$ cat src/rtl/npc_pc_unit_pkg.sv
// -----------------------------------------------------------------------------
// npc_pc_unit_pkg
// Shared definitions for the next-PC unit: the 4-bit NPCOp encodings produced
// by the control decoder (same values as ctrl_encode_def.v), the default reset
// PC, and small helpers for branch decoding and offset extension.
// Optional feature macro used by files importing this package: NPC_PERF_CNT_EN.
// -----------------------------------------------------------------------------
package npc_pc_unit_pkg;

   localparam int          ADDR_W_DEF   = 32;
   localparam logic [31:0] RESET_PC_DEF = 32'h0000_3000;

   // Codes not listed here are treated as NPC_PLUS4 by the unit.
   typedef enum logic [3:0] {
      NPC_PLUS4       = 4'd0,
      NPC_BRANCH_BEQ  = 4'd1,
      NPC_JUMP        = 4'd2,
      NPC_JUMPR       = 4'd3,
      NPC_BRANCH_BNE  = 4'd4,
      NPC_BRANCH_BGTZ = 4'd5,
      NPC_BRANCH_BLEZ = 4'd6,
      NPC_BRANCH_BLTZ = 4'd7,
      NPC_BRANCH_BGEZ = 4'd8
   } npc_op_e;

   // True for the six conditional branch codes.
   function automatic logic is_branch(input logic [3:0] op);
      return op inside {NPC_BRANCH_BEQ, NPC_BRANCH_BNE, NPC_BRANCH_BGTZ,
                        NPC_BRANCH_BLEZ, NPC_BRANCH_BLTZ, NPC_BRANCH_BGEZ};
   endfunction

   // Word offset of a branch: sign-extended imm16 shifted left by two.
   function automatic logic [31:0] branch_offset(input logic [15:0] imm16);
      return {{14{imm16[15]}}, imm16, 2'b00};
   endfunction

endpackage

$ cat src/rtl/npc_pc_unit_if.sv
// -----------------------------------------------------------------------------
// npc_pc_unit_if
// Bundles the decoder/datapath-facing signals of the next-PC unit.
//   master : decoder/datapath side - drives stall, NPCOp, imm16, instr_index,
//            rs_data, rt_data; receives PC, pc_plus4, npc, branch_taken,
//            pc_misalign (and instr_cnt/taken_cnt when NPC_PERF_CNT_EN).
//   slave  : the next-PC unit itself.
// Signalling contract: there is no valid/ready pair. Every output is valid
// every cycle; npc and branch_taken are combinational from the current inputs
// and PC, and consumers must qualify them with ~stall. A cycle with stall=1
// does not advance PC or any other state.
// Optional feature macro: NPC_PERF_CNT_EN adds instr_cnt and taken_cnt.
// -----------------------------------------------------------------------------
interface npc_pc_unit_if;

   logic        stall;
   logic [3:0]  NPCOp;
   logic [15:0] imm16;
   logic [25:0] instr_index;
   logic [31:0] rs_data;
   logic [31:0] rt_data;

   logic [31:0] PC;
   logic [31:0] pc_plus4;
   logic [31:0] npc;
   logic        branch_taken;
   logic        pc_misalign;
`ifdef NPC_PERF_CNT_EN
   logic [31:0] instr_cnt;
   logic [31:0] taken_cnt;
`endif

`ifdef NPC_PERF_CNT_EN
   modport master (
      output stall, NPCOp, imm16, instr_index, rs_data, rt_data,
      input  PC, pc_plus4, npc, branch_taken, pc_misalign, instr_cnt, taken_cnt
   );
   modport slave (
      input  stall, NPCOp, imm16, instr_index, rs_data, rt_data,
      output PC, pc_plus4, npc, branch_taken, pc_misalign, instr_cnt, taken_cnt
   );
`else
   modport master (
      output stall, NPCOp, imm16, instr_index, rs_data, rt_data,
      input  PC, pc_plus4, npc, branch_taken, pc_misalign
   );
   modport slave (
      input  stall, NPCOp, imm16, instr_index, rs_data, rt_data,
      output PC, pc_plus4, npc, branch_taken, pc_misalign
   );
`endif

endinterface

$ cat src/rtl/npc_branch_cmp.sv
// -----------------------------------------------------------------------------
// npc_branch_cmp
// Combinational branch-condition evaluation for the next-PC unit.
//   NPCOp     in  4   next-PC select
//   rs_data   in  32  GPR[rs] (two's complement for the sign tests)
//   rt_data   in  32  GPR[rt]
//   cond_true out 1   condition of the selected branch holds; 0 for non-branches
// -----------------------------------------------------------------------------
module npc_branch_cmp
   import npc_pc_unit_pkg::*;
(
   input  logic [3:0]  NPCOp,
   input  logic [31:0] rs_data,
   input  logic [31:0] rt_data,
   output logic        cond_true
);

   logic rs_zero;
   logic rs_neg;

   assign rs_zero = ~(|rs_data);
   assign rs_neg  = rs_data[31];

   always_comb begin
      cond_true = 1'b0;
      case (NPCOp)
         NPC_BRANCH_BEQ:  cond_true = (rs_data == rt_data);
         NPC_BRANCH_BNE:  cond_true = (rs_data != rt_data);
         // Signed rs > 0: non-negative and not zero.
         NPC_BRANCH_BGTZ: cond_true = ~rs_neg & ~rs_zero;
         NPC_BRANCH_BLEZ: cond_true = rs_neg | rs_zero;
         NPC_BRANCH_BLTZ: cond_true = rs_neg;
         NPC_BRANCH_BGEZ: cond_true = ~rs_neg;
         default:         cond_true = 1'b0;
      endcase
   end

endmodule

$ cat src/rtl/npc_pc_unit.sv
// -----------------------------------------------------------------------------
// npc_pc_unit
// Next-PC selection and program-counter register for the single-cycle core.
//   clk  in  core clock, rising edge
//   rst  in  synchronous active-high reset (overrides stall)
//   bus  npc_pc_unit_if.slave:
//        stall, NPCOp, imm16, instr_index, rs_data, rt_data  (inputs)
//        PC (registered), pc_plus4, npc, branch_taken (combinational),
//        pc_misalign (sticky, registered)
//        instr_cnt, taken_cnt (only with NPC_PERF_CNT_EN)
// Parameters: ADDR_W (fixed at 32 for this core), RESET_PC (word aligned).
// Optional feature macro: NPC_PERF_CNT_EN adds retired-cycle and redirect
// counters; without it neither ports nor registers exist.
// No branch delay slot: PC takes npc on the next unstalled edge.
// -----------------------------------------------------------------------------
module npc_pc_unit
   import npc_pc_unit_pkg::*;
#(
   parameter int                ADDR_W   = ADDR_W_DEF,
   parameter logic [ADDR_W-1:0] RESET_PC = RESET_PC_DEF
)
(
   input  logic          clk,
   input  logic          rst,
   npc_pc_unit_if.slave  bus
);

   logic [ADDR_W-1:0] pc_q, pc_d;
   logic              pc_misalign_q, pc_misalign_d;

   logic [ADDR_W-1:0] pc_plus4;
   logic [ADDR_W-1:0] br_target;
   logic [ADDR_W-1:0] npc;
   logic              taken;
   logic              jumpr_misalign;
   logic              cond_true;

   npc_branch_cmp u_branch_cmp (
      .NPCOp     (bus.NPCOp),
      .rs_data   (bus.rs_data),
      .rt_data   (bus.rt_data),
      .cond_true (cond_true)
   );

   // Both additions wrap silently modulo 2^32.
   assign pc_plus4  = pc_q + ADDR_W'(4);
   assign br_target = pc_plus4 + branch_offset(bus.imm16);

   always_comb begin
      npc            = pc_plus4;
      taken          = 1'b0;
      jumpr_misalign = 1'b0;
      if (is_branch(bus.NPCOp)) begin
         taken = cond_true;
         npc   = cond_true ? br_target : pc_plus4;
      end else begin
         case (bus.NPCOp)
            NPC_JUMP: begin
               taken = 1'b1;
               npc   = {pc_plus4[ADDR_W-1:ADDR_W-4], bus.instr_index, 2'b00};
            end
            NPC_JUMPR: begin
               // Low bits are dropped from the target but remembered as a fault.
               taken          = 1'b1;
               npc            = {bus.rs_data[ADDR_W-1:2], 2'b00};
               jumpr_misalign = |bus.rs_data[1:0];
            end
            default: begin
               npc   = pc_plus4;
               taken = 1'b0;
            end
         endcase
      end
   end

   always_comb begin
      pc_d          = pc_q;
      pc_misalign_d = pc_misalign_q;
      if (!bus.stall) begin
         pc_d          = npc;
         pc_misalign_d = pc_misalign_q | jumpr_misalign;
      end
   end

   always_ff @(posedge clk) begin
      if (rst) begin
         pc_q          <= RESET_PC;
         pc_misalign_q <= 1'b0;
      end else begin
         pc_q          <= pc_d;
         pc_misalign_q <= pc_misalign_d;
      end
   end

`ifdef NPC_PERF_CNT_EN
   logic [31:0] instr_cnt_q, instr_cnt_d;
   logic [31:0] taken_cnt_q, taken_cnt_d;

   always_comb begin
      instr_cnt_d = instr_cnt_q;
      taken_cnt_d = taken_cnt_q;
      if (!bus.stall) begin
         instr_cnt_d = instr_cnt_q + 32'd1;
         if (taken) taken_cnt_d = taken_cnt_q + 32'd1;
      end
   end

   always_ff @(posedge clk) begin
      if (rst) begin
         instr_cnt_q <= 32'd0;
         taken_cnt_q <= 32'd0;
      end else begin
         instr_cnt_q <= instr_cnt_d;
         taken_cnt_q <= taken_cnt_d;
      end
   end

   assign bus.instr_cnt = instr_cnt_q;
   assign bus.taken_cnt = taken_cnt_q;
`endif

   assign bus.PC           = pc_q;
   assign bus.pc_plus4     = pc_plus4;
   assign bus.npc          = npc;
   assign bus.branch_taken = taken;
   assign bus.pc_misalign  = pc_misalign_q;

endmodule
$ cat src/flat_wrapper.sv
// flat-port wrapper written by rule: the top's interface ports become plain ports
module npc_pc_unit_flat import npc_pc_unit_pkg::*;
#(
   parameter int                ADDR_W   = ADDR_W_DEF,
   parameter logic [ADDR_W-1:0] RESET_PC = RESET_PC_DEF
)
  (clk, rst, bus_stall, bus_NPCOp, bus_imm16, bus_instr_index, bus_rs_data, bus_rt_data, bus_PC, bus_pc_plus4, bus_npc, bus_branch_taken, bus_pc_misalign);
  npc_pc_unit_if bus_i ();
  input  logic clk;
  input  logic rst;
  input wire logic [$bits(bus_i.stall)-1:0] bus_stall;
  input wire logic [$bits(bus_i.NPCOp)-1:0] bus_NPCOp;
  input wire logic [$bits(bus_i.imm16)-1:0] bus_imm16;
  input wire logic [$bits(bus_i.instr_index)-1:0] bus_instr_index;
  input wire logic [$bits(bus_i.rs_data)-1:0] bus_rs_data;
  input wire logic [$bits(bus_i.rt_data)-1:0] bus_rt_data;
  output wire logic [$bits(bus_i.PC)-1:0] bus_PC;
  output wire logic [$bits(bus_i.pc_plus4)-1:0] bus_pc_plus4;
  output wire logic [$bits(bus_i.npc)-1:0] bus_npc;
  output wire logic [$bits(bus_i.branch_taken)-1:0] bus_branch_taken;
  output wire logic [$bits(bus_i.pc_misalign)-1:0] bus_pc_misalign;
  assign bus_i.stall = bus_stall;
  assign bus_i.NPCOp = bus_NPCOp;
  assign bus_i.imm16 = bus_imm16;
  assign bus_i.instr_index = bus_instr_index;
  assign bus_i.rs_data = bus_rs_data;
  assign bus_i.rt_data = bus_rt_data;
  assign bus_PC = bus_i.PC;
  assign bus_pc_plus4 = bus_i.pc_plus4;
  assign bus_npc = bus_i.npc;
  assign bus_branch_taken = bus_i.branch_taken;
  assign bus_pc_misalign = bus_i.pc_misalign;
  npc_pc_unit #(.ADDR_W(ADDR_W), .RESET_PC(RESET_PC)) u_core (.clk(clk), .rst(rst), .bus(bus_i));
endmodule
$ cat config.mk
export PLATFORM = sky130hd
export DESIGN_NAME = npc_pc_unit_flat
export DESIGN_NICKNAME = d
export VERILOG_FILES = /design/src/rtl/npc_pc_unit_pkg.sv /design/src/rtl/npc_pc_unit_if.sv /design/src/rtl/npc_branch_cmp.sv /design/src/rtl/npc_pc_unit.sv /design/src/flat_wrapper.sv
export SDC_FILE = /design/constraint.sdc
export NUM_CORES = 1
export LEC_CHECK = 0
export ABC_AREA = 0
export CORE_ASPECT_RATIO = 0.75
export CORE_UTILIZATION = 39
export DETAILED_ROUTE_END_ITERATION = 6
export GPL_TIMING_DRIVEN = 0
export PLACE_DENSITY = 0.78
export SYNTH_ARGS = -nofsm -noshare
export SYNTH_HDL_FRONTEND = slang
export SYNTH_HIERARCHICAL = 1
export SYNTH_SLANG_ARGS = --single-unit
$ cat constraint.sdc
create_clock -name clk -period 3.47 [get_ports clk]
set_input_delay 0.5205 -clock clk [delete_from_list [all_inputs] [get_ports clk]]
set_output_delay 0.5205 -clock clk [all_outputs]
set_load 0.02 [all_outputs]
# Word level (Yosys, flattened, before mapping)
# Cells that the tools add are included.
classes:
  add_sub_neg: 2
  n_eq_ne: 10
  mux: 8
  bitwise: 5
  n_reduce_logical: 4
op_table:
  columns: ["operator", "n"]
  rows:
  - ["$mux 32", 2]
  - ["$pmux 32 s2", 1]
  - ["$add 32x3->32 const B", 1]
  - ["$add 32x32->32", 1]
  - ["$eq 32x32->1", 1]
  - ["$ne 32x32->1", 1]
  - ["$reduce_or 32->1", 1]
  - ["$eq 4x3->1 const B", 4]
  - ["$eq 4x2->1 const B", 2]
  - ["$pmux 1 s6", 1]
  - ["$reduce_bool 6->1", 1]
  - ["$eq 4x1->1 const B", 1]
  - ["$eq 4x4->1 const B", 1]
  - ["$mux 1", 4]
  - ["$reduce_or 2->1", 2]
  - ["$not 1->1", 2]
  - ["$or 1x1->1", 2]
  - ["$and 1x1->1", 1]
totals:
  regBits: 33
  input_bits: 113
  output_inout_bits: 98
  wordCells: 31

# Logic depth before layout (Yosys ltp)
depth:
  depth_word: 6
  depth_mapped: 16
  depth_no_buf: 15

# Hierarchy
# The synthesis kept the hierarchy.
modules_own_cells:
  columns: ["mod", "instances", "cells_each", "area_each_um2", "seq_area_each_um2"]
  rows:
  - ["npc_pc_unit", 1, 561, 4287.9, 660.6]
  - ["npc_branch_cmp", 1, 66, 504.2, 0.0]

# Worst setup path after synthesis
# OpenSTA, ideal clock, no wires.
synth_timing:
  path_type: "reg2out"
  startpoint: "reg u_core.pc_q[2], in the netlist u_core/bus.PC[2]"
  endpoint: "out bus_npc[31]"
  t_arrival_ns: 3.892
  t_required_ns: 2.949
  slack_ns: -0.943
  path_stages_with_launch: 15
  path_buffers: 1
  cell_sequence: "dfxtp_1 ha_1 nand3_2 nor4_4 nand4_2 xnor2_1 ha_1 clkbuf_1 and2_1 a311oi_2 o21ai_0 o2111ai_1 nand2_1 or3_1 a31o_1"
synth_via:
  elab_chain_cells: 4
  word_cells_on_any_way: 5
  cone_classes: "add/sub (2); mux (3)"
synth_rtl:
  columns: ["element", "line_no", "text"]
  rows:
  - ["from (decl)", "npc_pc_unit.sv:28", "logic [ADDR_W-1:0] pc_q, pc_d;"]
  - ["from (signal assigned)", "npc_pc_unit.sv:90", "pc_q <= pc_d;"]
  - ["$add 32x3->32", "npc_pc_unit.sv:46", "assign pc_plus4 = pc_q + ADDR_W'(4);"]
  - ["net bus_pc_plus4[26]", "flat_wrapper.sv:18", "output wire logic [$bits(bus_i.pc_plus4)-1:0] bus_pc_plus4;"]
  - ["$add 32x32->32", "npc_pc_unit.sv:47", "assign br_target = pc_plus4 + branch_offset(bus.imm16);"]
  - ["$mux 32", "npc_pc_unit.sv:55", "npc = cond_true ? br_target : pc_plus4;"]
  - ["$mux 32", "npc_pc_unit.sv:53", "if (is_branch(bus.NPCOp)) begin"]
  - ["to (decl)", "flat_wrapper.sv:19", "output wire logic [$bits(bus_i.npc)-1:0] bus_npc;"]
# The timed path passes the listed nets, and every way through them passes these cells.

# Worst setup path in the final report
layout_timing:
  startpoint: "reg u_core.pc_q[3], in the netlist u_core/bus.PC[3]"
  endpoint: "out bus_npc[30]"
layout_via:
  elab_chain_cells: 4
  word_cells_on_any_way: 5
  cone_classes: "add/sub (2); mux (3)"
layout_rtl:
  columns: ["element", "line_no"]
  rows:
  - ["$add 32x3->32 (*)", "npc_pc_unit.sv:46"]
  - ["$add 32x32->32", "npc_pc_unit.sv:47"]
  - ["$mux 32", "npc_pc_unit.sv:55"]
  - ["$mux 32 (*)", "npc_pc_unit.sv:53"]
# Mark *: on every way between the ends. The rest lies on a longest branch, timed or not.

==> results.sh <==
export IMPL_busiest_layer="met2"
export IMPL_overflow=0
export IMPL_clk_latency_ns=0.29
export IMPL_via_count=7348
export IMPL_relSlewSlack_pct=20.9
export IMPL_met3_usage_pct=11.8
export IMPL_clk_path_buf_depth=2
export IMPL_worst_setup_path_end_kind="output pin"
export IMPL_holdPathStages=2
export IMPL_failed_checks="setup timing"
export IMPL_nNetsFinal=1130
export IMPL_clk_pin_slew_ns=0.06
export IMPL_cts_root_buffer="clkbuf_16"
export IMPL_totalWireLength_microns=29500
export IMPL_rr_startpoint="u_core/bus.PC[3]$_SDFFE_PP0N_"
export IMPL_drtPass1Iterations=5
export IMPL_drt_iter0_drc=944
export IMPL_cts_buffers=5
export IMPL_r2r_end="u_core/bus.PC[30]$_SDFFE_PP0N_"
export IMPL_start_util_pct=40.7
export IMPL_dieArea_sq_um=12700
export IMPL_holdCritStartpoint="u_core/bus.pc_misalign$_SDFFE_PP0N_"
export IMPL_outcome="finished, violations left"
export IMPL_wl_per_cell_microns=25.8
export IMPL_syn_nets=777
export IMPL_register_area_sq_um=724
export IMPL_synth_area_per_cell_sq_um=7.64
export IMPL_antenna_found_initial=0
export IMPL_async_reset_ff_share_pct=0
export IMPL_grt_pass1_vias=7002
export IMPL_die_y_microns=98
export IMPL_p_leak_nw=4.18
export IMPL_yosysSeqAreaShare_pct=13.8
export IMPL_report_final_slew_viol_count=0
export IMPL_min_delay_path_class="register to register"
export IMPL_finalSetupViolations=30
export IMPL_cts_tree="built"
export IMPL_synth_edf_count=0
export IMPL_power_density_nw_per_um2=247
export IMPL_finalWorstSetupSlack_ns=-0.769
export IMPL_port_buffers=210
export IMPL_post_drt_via_cell_ratio=6.43
export IMPL_synth_ff_type="dfxtp_1"
export IMPL_required_ns=2.95
export IMPL_grt_use_total_pct=42.6
export IMPL_place_congestion=0.958
export IMPL_whs_ns=0.509
export IMPL_ff2ff_setup_slack_ns=-0.21
export IMPL_arrival_ns=3.72
export IMPL_drv_cap=0
export IMPL_dp_hpwl_microns=19000
export IMPL_yosysTopAreaCell="dfxtp_1"
export IMPL_coreArea_sq_um=11800
export IMPL_r2r_worst_path_cells=16
export IMPL_antennaDiodeCount=0
export IMPL_htreeDepth=2
export IMPL_grt_start_max_net_pins=21
export IMPL_cp_max_fo=6
export IMPL_min_delay_worst_endpoint="u_core/bus.pc_misalign$_SDFFE_PP0N_"
export IMPL_multi_input_area_sq_um=5610
export IMPL_finalClockSkew_ns=0.00709
export IMPL_final_period_utilization_pct=122
export IMPL_die_width_microns=130
export IMPL_tightest_slew_ns=1.19
export IMPL_boundaryPins=211
export IMPL_max_freq_ghz=0.236
export IMPL_yosys_register_bits=33
export IMPL_syn_inst=627
export IMPL_crit_type="register to output pin"
export IMPL_yosysWarnings=6
export IMPL_synth_area_top_cells="dfxtp_1, xnor2_1, ha_1"
export IMPL_post_place_ws_ns=-2.28
export IMPL_crit_path_start_kind="register"
export IMPL_grt_setup_unrepaired="yes"
export IMPL_cts_sinks=33
export IMPL_drtAntennaViolNets=0
export IMPL_hold_viol_final=0
export IMPL_yosysMostFrequentCell="xnor2_1"
export IMPL_cts_hold_buf=0
export IMPL_drc=0
export IMPL_fill_cells=621
export IMPL_synth_top_area_share_pct=13.8
export IMPL_placementRows=34
export IMPL_ys_types=73
export IMPL_synth_cells_most_frequent="xnor2_1, nand2_1, nor2_1"
export IMPL_grtUsageMet2_pct=67.5
export IMPL_syn_to_final_growth_pct=110
export IMPL_vdd_drop_max_uv=190
export IMPL_grt_pass1_wl_microns=40400
export IMPL_layout_drive_gt1_share_pct=48.4
export IMPL_min_period_ns=4.24
export IMPL_synth_area_sq_um=4790
export IMPL_gr_usage_met1_pct=53.9
==> logic make-up (layout without fill, tap and decap cells) <==
kind of cell	Yosys count	in the layout	share of synthesized area, %
DFF	33	33	13.8
adders and majority gates	37	37	9.82
muxes	37	37	7.81
and+or+nand+nor	231	231	25.6
xor gates and xnor gates	82	82	15.0
AOI/OAI and AO/OA	161	161	24.2
buffers and inverters	46	400	3.84
==> critical path, stage by stage, from the launching register on <==
cell	delay, ns
dfxtp_4	0.37
nand4_1	0.12
buf_6	0.18
buf_12	0.13
nor2_4	0.20
nand3_2	0.14
xnor2_2	0.29
ha_4	0.28
a21oi_2	0.21
o21ai_2	0.09
o21bai_1	0.18
a21oi_2	0.23
nand2_2	0.12
a311oi_4	0.33
mux2_4	0.36
nand2_4	0.08
buf_6	0.11
==> stage by stage <==
stage	setup TNS [ns]	util [%]	power (mW)	instances	area (sq um)
6_report	-10.42	85.2	2.48	1143	10000
5_1_grt	-12.45	85.2	2.55	1143	10000
4_1_cts	-7.67	79.5	2.27	1110	9370
3_5_place_dp	-96.36	63.3	1.56	999	7460
3_3_place_gp	-98.15	63.3	1.55	999	7460
2_1_floorplan	-1.01	-	1.06	627	5160
==> worst max-delay path by stage <==
stage	startpoint	end	slack, ns
final	u_core/bus.PC[3]$_SDFFE_PP0N_	bus_npc[30]	-0.77
after global routing	u_core/bus.PC[3]$_SDFFE_PP0N_	bus_npc[30]	-0.80
after CTS	u_core/bus.PC[2]$_SDFFE_PP0N_	bus_npc[31]	-0.67
after detailed placement	bus_rs_data[31]	bus_npc[19]	-2.28
after global placement	bus_rs_data[31]	bus_npc[19]	-2.33
after floorplan	u_core/bus.PC[3]$_SDFFE_PP0N_	bus_npc[31]	-0.36
==> where the power goes <==
group / switching, mW / internal (mW)
clock network: 0.196 / 0.266
registers: 0.0511 / 0.400
logic: 0.815 / 0.753
total: 1.06 / 1.42
==> final cells by class <==
cell class / instances / share of cell area (%)
plain buffers: 21 / 1.53
inverters: 21 / 0.785
multi-input cells: 548 / 55.9
flip-flops and latches: 33 / 7.21
repair buffers: 350 / 31.2
well taps: 162 / 2.02
clock buffers: 7 / 1.32
clock inverters: 1 / 0.0498
==> sequential cells by signal, summed over array words and instances, names as in the netlist <==
signal and cells:
u_core/bus.pc_misalign 1, u_core/bus.PC 32
==> placed cells by master, fill, tap and decap left out, types with 7 or more instances in the layout <==
cell type          n
clkdlybuf4s50_1  111
mux2i_1           33
clkbuf_1          10
ha_4              25
nand3_4            7
nand2b_1          11
xor2_1             7
and2_1             7
xor2_2             7
o21ai_2           15
nor4_4            10
xnor2_4           10
dfxtp_4           15
nand3_1           12
o21a_1            11
xnor2_1           25
a21o_1            10
buf_6             46
inv_1             19
dlygate4sd2_1     18
buf_2             28
nand4_1           24
dfxtp_1           12
o221ai_2          12
a21oi_1           21
buf_4            128
ha_1               9
a21oi_2           14
nor2_1            39
clkdlybuf4s15_2    8
xnor2_2           31
nand2_2            8
nand2_1           51
==> layer usage <==
layer  wire length, microns  up-vias  part of all wire (%)
li1                       -     3035                     -
met1                  11200     3492                    38
met2                  12900      661                    44
met3                   3830      160                    13
met4                   1590        0                   5.4
met5                      0        -                     0
==> what timing repair did <==
action	CTS	global route
setup buffers	107	38
resized for setup	576	122
setup endpoints to repair	68	42
pin swaps	110	113
No activity file was read; power rests on OpenSTA's default activity.
